`config.mk`:
```
export PLATFORM = sky130hd
export DESIGN_NAME = ascon_stream_if
export DESIGN_NICKNAME = d
export VERILOG_FILES = /design/src/rtl/ascon_if_pkg.sv /design/src/rtl/ascon_lane_sr.sv /design/src/rtl/ascon_stream_if.sv
export SDC_FILE = /design/constraint.sdc
export NUM_CORES = 1
export LEC_CHECK = 0
export ABC_AREA = 1
export ABC_CLOCK_PERIOD_IN_PS = 3560
export BUFFER_PORTS_ARGS = -buffer_cell sky130_fd_sc_hd__buf_2
export CAP_MARGIN = 5
export CORE_MARGIN = 2
export CORE_UTILIZATION = 50
export CTS_CLUSTER_SIZE = 28
export DETAILED_ROUTE_END_ITERATION = 10
export GPL_TIMING_DRIVEN = 0
export PLACE_DENSITY = 0.8
export SLEW_MARGIN = 0
export SYNTH_ARGS = -nofsm -noshare
export SYNTH_HDL_FRONTEND = slang
export SYNTH_SLANG_ARGS = --single-unit
```
`constraint.sdc`:
```
create_clock -name clk -period 3.56 [get_ports clk]
set_input_delay 0.534 -clock clk [delete_from_list [all_inputs] [get_ports clk]]
set_output_delay 0.534 -clock clk [all_outputs]
set_load 0.03 [all_outputs]
```
`src/rtl/ascon_if_pkg.sv`:
```
// Shared definitions for the Ascon serial front-end.
//   state_t    : wrapper FSM states
//   calc_lb/ub : load / unload beat counts for a given lane width
//   calc_cw    : beat counter width
//   w_legal    : lane-width legality (power of two up to 32, divides all fields)
package ascon_if_pkg;

  typedef enum logic [2:0] {
    IDLE,
    LOAD,
    ARMED,
    RUN,
    CAPTURE,
    UNLOAD
  } state_t;

  function automatic int unsigned max2(input int unsigned a, input int unsigned b);
    return (a > b) ? a : b;
  endfunction

  function automatic int unsigned calc_lb(input int unsigned k, input int unsigned nb,
                                          input int unsigned l, input int unsigned y,
                                          input int unsigned t, input int unsigned w);
    return max2(max2(max2(k, nb), max2(l, y)), t) / w;
  endfunction

  function automatic int unsigned calc_ub(input int unsigned y, input int unsigned t,
                                          input int unsigned w);
    return max2(y, t) / w;
  endfunction

  function automatic int unsigned calc_cw(input int unsigned lb, input int unsigned ub);
    return $clog2(max2(lb, ub) + 1);
  endfunction

  function automatic bit w_legal(input int unsigned w, input int unsigned k,
                                 input int unsigned nb, input int unsigned l,
                                 input int unsigned y, input int unsigned t);
    bit width_ok;
    width_ok = (w == 1) || (w == 2) || (w == 4) || (w == 8) || (w == 16) || (w == 32);
    return width_ok && (k % w == 0) && (nb % w == 0) && (l % w == 0) &&
           (y % w == 0) && (t % w == 0);
  endfunction

endpackage

```
`src/rtl/ascon_lane_sr.sv`:
```
// Generic shift register with parallel load, shift-left-in and shift-right-out.
//   clk, rst  : clock, synchronous active-high reset (clears contents)
//   en        : global enable; no change when low
//   load      : parallel load of load_val (highest priority)
//   shl       : shift left by STEP, lane_in enters the low bits
//   shr       : shift right by STEP with zero fill
//   q         : low OUT_W bits of the register (full width by default)
module ascon_lane_sr #(
  parameter int unsigned WIDTH = 32,
  parameter int unsigned STEP  = 1,
  parameter int unsigned OUT_W = WIDTH
) (
  input  logic             clk,
  input  logic             rst,
  input  logic             en,
  input  logic             load,
  input  logic [WIDTH-1:0] load_val,
  input  logic             shl,
  input  logic [STEP-1:0]  lane_in,
  input  logic             shr,
  output logic [OUT_W-1:0] q
);

  logic [WIDTH-1:0] q_q;
  logic [WIDTH-1:0] q_d;

  // Next contents; the shift form also covers WIDTH == STEP.
  always_comb begin
    q_d = q_q;
    if (en) begin
      if (load) begin
        q_d = load_val;
      end else if (shl) begin
        q_d = (q_q << STEP) | WIDTH'(lane_in);
      end else if (shr) begin
        q_d = q_q >> STEP;
      end
    end
  end

  always_ff @(posedge clk) begin
    if (rst) begin
      q_q <= '0;
    end else begin
      q_q <= q_d;
    end
  end

  assign q = q_q[OUT_W-1:0];

endmodule

```
`src/rtl/ascon_stream_if.sv`:
```
// Serial valid/ready front-end for the Ascon core.
//   load_valid/load_ready + *_in lanes : W-bit input beats, MSB chunk first
//   start/decrypt                      : launch the core once all fields are loaded
//   out_valid/out_ready + *_out lanes  : W-bit result beats, LSB chunk first
//   auth_ok                            : tag check result (always 1 for encrypt)
//   busy                               : FSM not idle
//   core_*                             : direct connection to the Ascon core
module ascon_stream_if
  import ascon_if_pkg::*;
#(
  parameter int unsigned K  = 128,
  parameter int unsigned NB = 128,
  parameter int unsigned L  = 32,
  parameter int unsigned Y  = 32,
  parameter int unsigned T  = 128,
  parameter int unsigned W  = 1
) (
  input  logic          clk,
  input  logic          rst,
  input  logic          load_valid,
  output logic          load_ready,
  input  logic [W-1:0]  key_in,
  input  logic [W-1:0]  nonce_in,
  input  logic [W-1:0]  ad_in,
  input  logic [W-1:0]  data_in,
  input  logic [W-1:0]  tag_in,
  input  logic          start,
  input  logic          decrypt,
  output logic          out_valid,
  input  logic          out_ready,
  output logic [W-1:0]  data_out,
  output logic [W-1:0]  tag_out,
  output logic          auth_ok,
  output logic          busy,
  output logic [K-1:0]  core_key,
  output logic [NB-1:0] core_nonce,
  output logic [L-1:0]  core_ad,
  output logic [Y-1:0]  core_data,
  output logic          core_start,
  output logic          core_decrypt,
  input  logic [Y-1:0]  core_out,
  input  logic [T-1:0]  core_tag,
  input  logic          core_ready
);

  localparam int unsigned LB = calc_lb(K, NB, L, Y, T, W);
  localparam int unsigned UB = calc_ub(Y, T, W);
  localparam int unsigned CW = calc_cw(LB, UB);

  if (!w_legal(W, K, NB, L, Y, T)) begin : g_bad_w
    $error("ascon_stream_if: illegal lane width W=%0d", W);
  end

  state_t         state_q, state_d;
  logic [CW-1:0]  cnt_q, cnt_d;
  logic           load_ready_q, load_ready_d;
  logic           out_valid_q, out_valid_d;
  logic           busy_q, busy_d;
  logic           core_start_q, core_start_d;
  logic           core_decrypt_q, core_decrypt_d;
  logic           auth_ok_q, auth_ok_d;

  logic           load_acc;
  logic           unload_acc;
  logic           capture;
  logic           tag_match;
  logic [T-1:0]   texp;
  logic [Y-1:0]   out_load;

  assign load_acc   = load_valid & load_ready_q;
  assign unload_acc = out_valid_q & out_ready;
  assign capture    = (state_q == CAPTURE);
  assign tag_match  = (core_tag == texp);
  // Plaintext is suppressed when a decrypt fails authentication.
  assign out_load   = (core_decrypt_q && !tag_match) ? '0 : core_out;

  // Next state, beat counter and registered outputs.
  always_comb begin
    state_d        = state_q;
    cnt_d          = cnt_q;
    core_start_d   = 1'b0;
    core_decrypt_d = core_decrypt_q;
    auth_ok_d      = auth_ok_q;
    unique case (state_q)
      IDLE, LOAD: begin
        if (load_acc) begin
          if (cnt_q == CW'(LB - 1)) begin
            state_d = ARMED;
            cnt_d   = '0;
          end else begin
            state_d = LOAD;
            cnt_d   = cnt_q + CW'(1);
          end
        end
      end
      ARMED: begin
        if (start) begin
          state_d        = RUN;
          core_start_d   = 1'b1;
          core_decrypt_d = decrypt;
          auth_ok_d      = 1'b0;
        end
      end
      RUN: begin
        // core_ready may still be high from the previous run while the pulse is out.
        if (core_ready && !core_start_q) begin
          state_d = CAPTURE;
        end
      end
      CAPTURE: begin
        state_d   = UNLOAD;
        auth_ok_d = core_decrypt_q ? tag_match : 1'b1;
      end
      UNLOAD: begin
        if (unload_acc) begin
          if (cnt_q == CW'(UB - 1)) begin
            state_d = IDLE;
            cnt_d   = '0;
          end else begin
            cnt_d = cnt_q + CW'(1);
          end
        end
      end
      default: state_d = IDLE;
    endcase
    load_ready_d = (state_d == IDLE) || (state_d == LOAD);
    out_valid_d  = (state_d == UNLOAD);
    busy_d       = (state_d != IDLE);
  end

  always_ff @(posedge clk) begin
    if (rst) begin
      state_q        <= IDLE;
      cnt_q          <= '0;
      load_ready_q   <= 1'b0;
      out_valid_q    <= 1'b0;
      busy_q         <= 1'b0;
      core_start_q   <= 1'b0;
      core_decrypt_q <= 1'b0;
      auth_ok_q      <= 1'b0;
    end else begin
      state_q        <= state_d;
      cnt_q          <= cnt_d;
      load_ready_q   <= load_ready_d;
      out_valid_q    <= out_valid_d;
      busy_q         <= busy_d;
      core_start_q   <= core_start_d;
      core_decrypt_q <= core_decrypt_d;
      auth_ok_q      <= auth_ok_d;
    end
  end

  // Input fields: a field only shifts while the beat index is inside its length.
  ascon_lane_sr #(.WIDTH(K), .STEP(W)) u_key (
    .clk(clk), .rst(rst), .en(load_acc), .load(1'b0), .load_val('0),
    .shl(cnt_q < CW'(K / W)), .lane_in(key_in), .shr(1'b0), .q(core_key));

  ascon_lane_sr #(.WIDTH(NB), .STEP(W)) u_nonce (
    .clk(clk), .rst(rst), .en(load_acc), .load(1'b0), .load_val('0),
    .shl(cnt_q < CW'(NB / W)), .lane_in(nonce_in), .shr(1'b0), .q(core_nonce));

  ascon_lane_sr #(.WIDTH(L), .STEP(W)) u_ad (
    .clk(clk), .rst(rst), .en(load_acc), .load(1'b0), .load_val('0),
    .shl(cnt_q < CW'(L / W)), .lane_in(ad_in), .shr(1'b0), .q(core_ad));

  ascon_lane_sr #(.WIDTH(Y), .STEP(W)) u_data (
    .clk(clk), .rst(rst), .en(load_acc), .load(1'b0), .load_val('0),
    .shl(cnt_q < CW'(Y / W)), .lane_in(data_in), .shr(1'b0), .q(core_data));

  ascon_lane_sr #(.WIDTH(T), .STEP(W)) u_texp (
    .clk(clk), .rst(rst), .en(load_acc), .load(1'b0), .load_val('0),
    .shl(cnt_q < CW'(T / W)), .lane_in(tag_in), .shr(1'b0), .q(texp));

  // Output shifters: loaded in CAPTURE, drained LSB chunk first.
  ascon_lane_sr #(.WIDTH(Y), .STEP(W), .OUT_W(W)) u_out_sr (
    .clk(clk), .rst(rst), .en(capture | unload_acc), .load(capture), .load_val(out_load),
    .shl(1'b0), .lane_in('0), .shr(1'b1), .q(data_out));

  ascon_lane_sr #(.WIDTH(T), .STEP(W), .OUT_W(W)) u_tag_sr (
    .clk(clk), .rst(rst), .en(capture | unload_acc), .load(capture), .load_val(core_tag),
    .shl(1'b0), .lane_in('0), .shr(1'b1), .q(tag_out));

  assign load_ready   = load_ready_q;
  assign out_valid    = out_valid_q;
  assign busy         = busy_q;
  assign core_start   = core_start_q;
  assign core_decrypt = core_decrypt_q;
  assign auth_ok      = auth_ok_q;

endmodule

```
=== After elaboration in Yosys (flattened, before gate mapping) ===
Index checks and enable logic that the tools add are counted.

* Add/subtract/negate cells: 1
* $lt $le $gt $ge: 2
* Equality and inequality tests: 12
* Mux-type cells: 18
* Bitwise logic cells: 9
* Reductions and logical operators: 17

{| class="wikitable"
|+ Operators by type and width
! kind !! count
|-
| bitwise OR 128 x 1 -> 128 bit || 3
|-
| == test 128 bit || 1
|-
| 2-to-1 mux 128 bit || 1
|-
| 2-to-1 mux 32 bit || 2
|-
| bitwise OR 32 x 1 -> 32 bit || 2
|-
| 2-to-1 mux 8 bit || 3
|-
| case mux 8 bit (2 select lines) || 1
|-
| 2-to-1 mux 3 bit || 5
|-
| case mux 3 bit (5 select lines) || 1
|-
| == test 3 bit, second input constant || 3
|-
| adder 8 x 1 -> 8 bit, second input constant || 1
|-
| == test 8 x 7 -> 1 bit, second input constant || 1
|-
| less-than comparator 8 x 6 -> 1 bit, second input constant || 1
|-
| less-than comparator 8 bit, second input constant || 1
|-
| AND reduction 2 bit || 4
|-
| == test 3 x 1 -> 1 bit, second input constant || 2
|-
| == test 3 x 2 -> 1 bit, second input constant || 2
|-
| logical NOT 3 bit || 2
|-
| != test 2 bit, second input constant || 3
|-
| nonzero test 2 bit || 2
|-
| OR reduction 2 bit || 2
|-
| 2-to-1 mux 1 bit || 3
|-
| AND reduction 3 bit || 1
|-
| nonzero test 3 bit || 1
|-
| other kinds (8) || 11
|}

* Bits in registers: 625
* Input bits: 172
* Output and inout port bits: 328

=== Logic depth before layout (Yosys ltp) ===
* Depth after elaboration: 6
* Mapped depth: 14
* Mapped depth without buffers: 13

=== Cells and area by module ===
A second synthesis with hierarchy kept.

* Cells, all modules: 7728
* Area total of the unflattened synthesis: 42374.4 um^2

{| class="wikitable"
|+ Modules (own cells, without submodules)
! module !! times used !! cells each !! area each (um^2)
|-
| ascon_lane_sr at u_key ... || 4 || 1524 || 8295.5
|-
| ascon_lane_sr at u_ad ... || 3 || 381 || 2085.8
|-
| ascon_stream_if || 1 || 489 || 2935.3
|}

=== Worst setup path before layout ===
Ideal clock, no wire load.

* Kind: register to register
* Start point: register out_valid_q (netlist: out_valid)
* End point: register cnt_q[7]
* Setup time: 128 ps
* Data arrival time: 1532 ps
* Required time: 3432 ps
* Setup slack: 1899 ps
* Cell stages (with the launch flop): 12
* Period minus slack after synthesis: 1661 ps
* Cells stage by stage: dfxtp_1 -> nand2_1 -> inv_2 -> nand3_2 -> nand2_2 -> inv_2 -> nor2_4 -> nand2_1 -> nor2_2 -> nand3_1 -> xor2_1 -> nor2_1

* Cells in the longest elaborated chain, start to end: 3

{| class="wikitable"
|+ RTL lines
! element !! RTL line !! text
|-
| start, declared || ascon_stream_if.sv:57 || <nowiki>logic out_valid_q, out_valid_d;</nowiki>
|-
| start signal, assigned || ascon_stream_if.sv:145 || <nowiki>out_valid_q <= out_valid_d;</nowiki>
|-
| bitwise AND 1 bit || ascon_stream_if.sv:71 || <nowiki>assign unload_acc = out_valid_q & out_ready;</nowiki>
|-
| != test 2 bit (no source line) || n/a ||
|-
| AND reduction 3 bit (no source line) || n/a ||
|-
| end signal, assigned || ascon_stream_if.sv:143 || <nowiki>cnt_q <= cnt_d;</nowiki>
|-
| end, declared || ascon_stream_if.sv:55 || <nowiki>logic [CW-1:0] cnt_q, cnt_d;</nowiki>
|}

Every way passes these cells.
A chain may end at the register's enable or synchronous reset.

=== Worst setup path after layout ===
* Start point: register load_ready_q (netlist: load_ready)
* End point: register u_nonce.q_q[91] (netlist: u_nonce.q[91])

* Cells in the longest elaborated chain, start to end: 2

{| class="wikitable"
|+ RTL lines
! element !! RTL line !! text
|-
| start, declared || ascon_stream_if.sv:56 || <nowiki>logic load_ready_q, load_ready_d;</nowiki>
|-
| start signal, assigned || ascon_stream_if.sv:144 || <nowiki>load_ready_q <= load_ready_d;</nowiki>
|-
| bitwise AND 1 bit || ascon_stream_if.sv:70 || <nowiki>assign load_acc = load_valid & load_ready_q;</nowiki>
|-
| AND reduction 2 bit (no source line) || n/a ||
|-
| end signal, assigned || ascon_lane_sr.sv:45 || <nowiki>q_q <= q_d;</nowiki>
|-
| end, declared || ascon_lane_sr.sv:24 || <nowiki>logic [WIDTH-1:0] q_q;</nowiki>
|}

Every way passes these cells.

==> out/metrics.yaml <==
status: "completed"
wl_per_cell_um: 17.00
postSynthAreaPerCell_um2: 7.538
place_congestion: 0.9027
cp.depth: 8
tns_ns: 0
timing.rr.end: "u_nonce.q[91]"
cts_buffer_depth: 3
ys_types: 32
cpMaxStageDelayCell: "clkbuf_1"
syn_nets: 3396
vdd_drop_max_uv: 401.3
start_util_pct: 50.78
clk_latency_ns: 0.60
muxShareOfSynthArea_pct: 0
cts_hold_buffers: 0
synth_seq_cells: 625
core_um2: 47850
fmax_ghz: 0.4505
syn_area_um2: 24290
final_common_cell: "nor2_1"
syn_inst: 3223
path_cells: "nand2_1 > nor2_1 > inv_1 > buf_2 > clkbuf_1 > buf_2 > nor2_1 > nor2_1"
root_buffer: "clkbuf_16"
drt_pre_antenna_iters: 7
grt-ovfl-total: 0
drtAntennaViolNets: 0
clock_sinks: 625
dpl.hpwl_um: 54610
final_cell_mix: "908 x nor2_1, 625 x dfxtp_1, 569 x buf_2"
vias_per_cell: 5.373
grt_pass1_wl_um: 116900
ctsResizeCount: 0
p_leak_uw: 0.01321
drv_slew: 0
h-tree-depth: 3
synth_warnings: 0
worstReg2RegStart: "load_ready"
crit_type: "flop to flop"
synth-xor-area-share_pct: 4.146
die_h_um: 224.4
multi_input_area_um2: 10610
setup_slack_ns: 1.340
fin_crit_sh_pct: 62.35
finClkSkew_ns: 0.02316
cts_buffers: 67
arrival_ns: 2.74
max_slew_margin_pct: 31.51
rsz0062_at_grt: "false"
final_layout_size_suffix_gt1_share_pct: 18.40
clk_pin_slew_ns: 0.06
max_stage_delay_ns: 0.59
tightest_slew_ns: 1.027
rows: 80
crit_path_end_kind: "flop"
r2r_cells: 8
setup_viol: 0
required_ns: 4.08
wl_um: 75960
synthSimpleGateAreaFrac_pct: 24.13
die_w_um: 224.4
grt_max_degree: 15
hold_violations: 0
synth_top_family_by_area: "simple AND/OR/NAND/NOR gates"
seq_area_frac_synth_pct: 51.50
grt_antenna_before_repair: 10
layout.area.seq_um2: 12510
startpoint: "load_ready"
place_area_um2: 27560
synth_fa_ha_area_share_pct: 0.05150
grt_pass1_vias: 21910
cap_violations: 0
num_vias: 24000
worstSetupEndpoint: "u_nonce.q[91]"
stdcell_area_um2: 29920
ff2ff_setup_slack_ns: 1.34
power.density_nw_per_um2: 561.9
syn2layout_area_growth_pct: 23.17
track_usage_pct: 29.06
min_period_ns: 2.220
cts_tree: "built"
drtIter0Drc: 1973
path_buf_inv: 4
fillers: 4174
synth_compound_area_share_pct: 15.34
portBuffers: 499
post-place-ws_ns: 0.8640
worst_path_most_repeated_cell: "nor2_1"
die_area_um2: 50370
io_pins: 500
path_max_fanout: 10
cp-start-kind: "flop"
cts_setup_buffers: 0
drc_errors: 0
hold_class: "input port to flop"
crit_family: "buffers and inverters"
nNetsFinal: 3964
[final cells by class]
| type | count | share of cell area [%] |
|---|---|---|
| Multi-Input combinational cell | 2315 | 35.46 |
| Antenna cell | 9 | 0.07526 |
| Tap cell | 615 | 2.572 |
| Sequential cell | 625 | 41.81 |
| Timing Repair Buffer | 499 | 8.346 |
| Buffer | 237 | 3.341 |
| Clock buffer | 96 | 6.749 |
| Clock inverter | 25 | 1.070 |
| Inverter | 46 | 0.5770 |
[kinds of logic (layout without fill, tap and decap cells)]
group | Yosys count | in the layout
xor+xnor | 115 | 115
buf+inv | 283 | 903
simple gates | 1489 | 1489
flops | 625 | 625
compound gates | 710 | 710
fa+ha+maj | 1 | 1
other cells | 0 | 9
[registers in the layout, summed over array words and instances, names as in the netlist]
| register | count |
|---|---|
| core_start | 1 |
| state_q | 3 |
| u_tag_sr.q_q | 128 |
| out_valid | 1 |
| core_decrypt | 1 |
| busy | 1 |
| u_key.q | 128 |
| cnt_q | 8 |
| load_ready | 1 |
| u_nonce.q | 128 |
| u_ad.q | 32 |
| u_texp.q | 128 |
| u_data.q | 32 |
| u_out_sr.q_q | 32 |
| auth_ok | 1 |
[worst min path at each step]
| stage | cells past startpoint | slack [ns] | start | endpoint |
|---|---|---|---|---|
| final | 3 | 0.17 | tag_in | u_texp.q[0] |
| after global routing | 3 | 0.15 | tag_in | u_texp.q[0] |
| after CTS | 3 | 0.13 | tag_in | u_texp.q[0] |
| after detailed placement | 2 | 0.46 | u_out_sr.q_q[31] | u_out_sr.q_q[31] |
| after global placement | 2 | 0.45 | u_tag_sr.q_q[127] | u_tag_sr.q_q[127] |
| after floorplan | 2 | 0.44 | u_tag_sr.q_q[127] | u_tag_sr.q_q[127] |
[routing by layer]
layer,wire length (µm),GRT usage [%],up-vias
met3,6245,8.204,186
met5,33,0,-
li1,-,-,11710
met4,3002,11.62,6
met1,31070,35.18,11190
met2,35610,48.80,907
[per-stage QoR]
step / hold WS (ns) / cells / power (µW) / util [%]
2_1_floorplan: 0.4406 / 3223 / 8881 / -
3_5_place_dp: 0.4588 / 4337 / 9571 / 57.60
6_report: 0.1656 / 4467 / 16810 / 62.54
4_1_cts: 0.1345 / 4458 / 16860 / 62.49
3_3_place_gp: 0.4546 / 4337 / 9541 / 57.60
5_1_grt: 0.1536 / 4463 / 17370 / 62.52
[where the power goes]
part	leakage (µW)	internal [µW]	switching (µW)	total [µW]
combinational	0.00694	572	1290	1860
clock	0.00115	4410	2950	7360
sequential	0.00511	7330	269	7600
total	0.0132	12300	4510	16800
[worst reg2reg max path, delay by kind of cell (launching register included)]
family	cells	cell delay (ns)
and+or+nand+nor	4	0.43
DFF	1	0.31
buffers and inverters	4	1.41
[cells in the mapped netlist]
library cell / n / area share [%]
o21ai_1: 2 / 0.041
clkbuf_1: 156 / 2.4
clkinv_1: 1 / 0.015
nand3_2: 2 / 0.082
nor3_2: 1 / 0.041
nor2_2: 1 / 0.026
buf_2: 70 / 1.4
buf_1: 8 / 0.12
nand3_1: 163 / 3.4
dfxtp_1: 625 / 52
nor2_4: 2 / 0.093
nand4_1: 1 / 0.026
inv_1: 33 / 0.51
nand2_1: 398 / 6.1
buf_6: 3 / 0.14
ha_1: 1 / 0.051
nor3_1: 6 / 0.12
a31oi_1: 127 / 3.3
o211ai_1: 1 / 0.031
inv_2: 12 / 0.19
o21ai_0: 513 / 11
or2_2: 1 / 0.026
o21a_1: 2 / 0.062
nor2_1: 908 / 14
xnor2_1: 114 / 4.1
o31ai_2: 1 / 0.051
a21oi_1: 64 / 1.3
nand2_2: 2 / 0.051
nor3b_1: 1 / 0.031
nor4_1: 2 / 0.051
nand2_4: 1 / 0.046
xor2_1: 1 / 0.036
(Power assumes the default switching activity.)
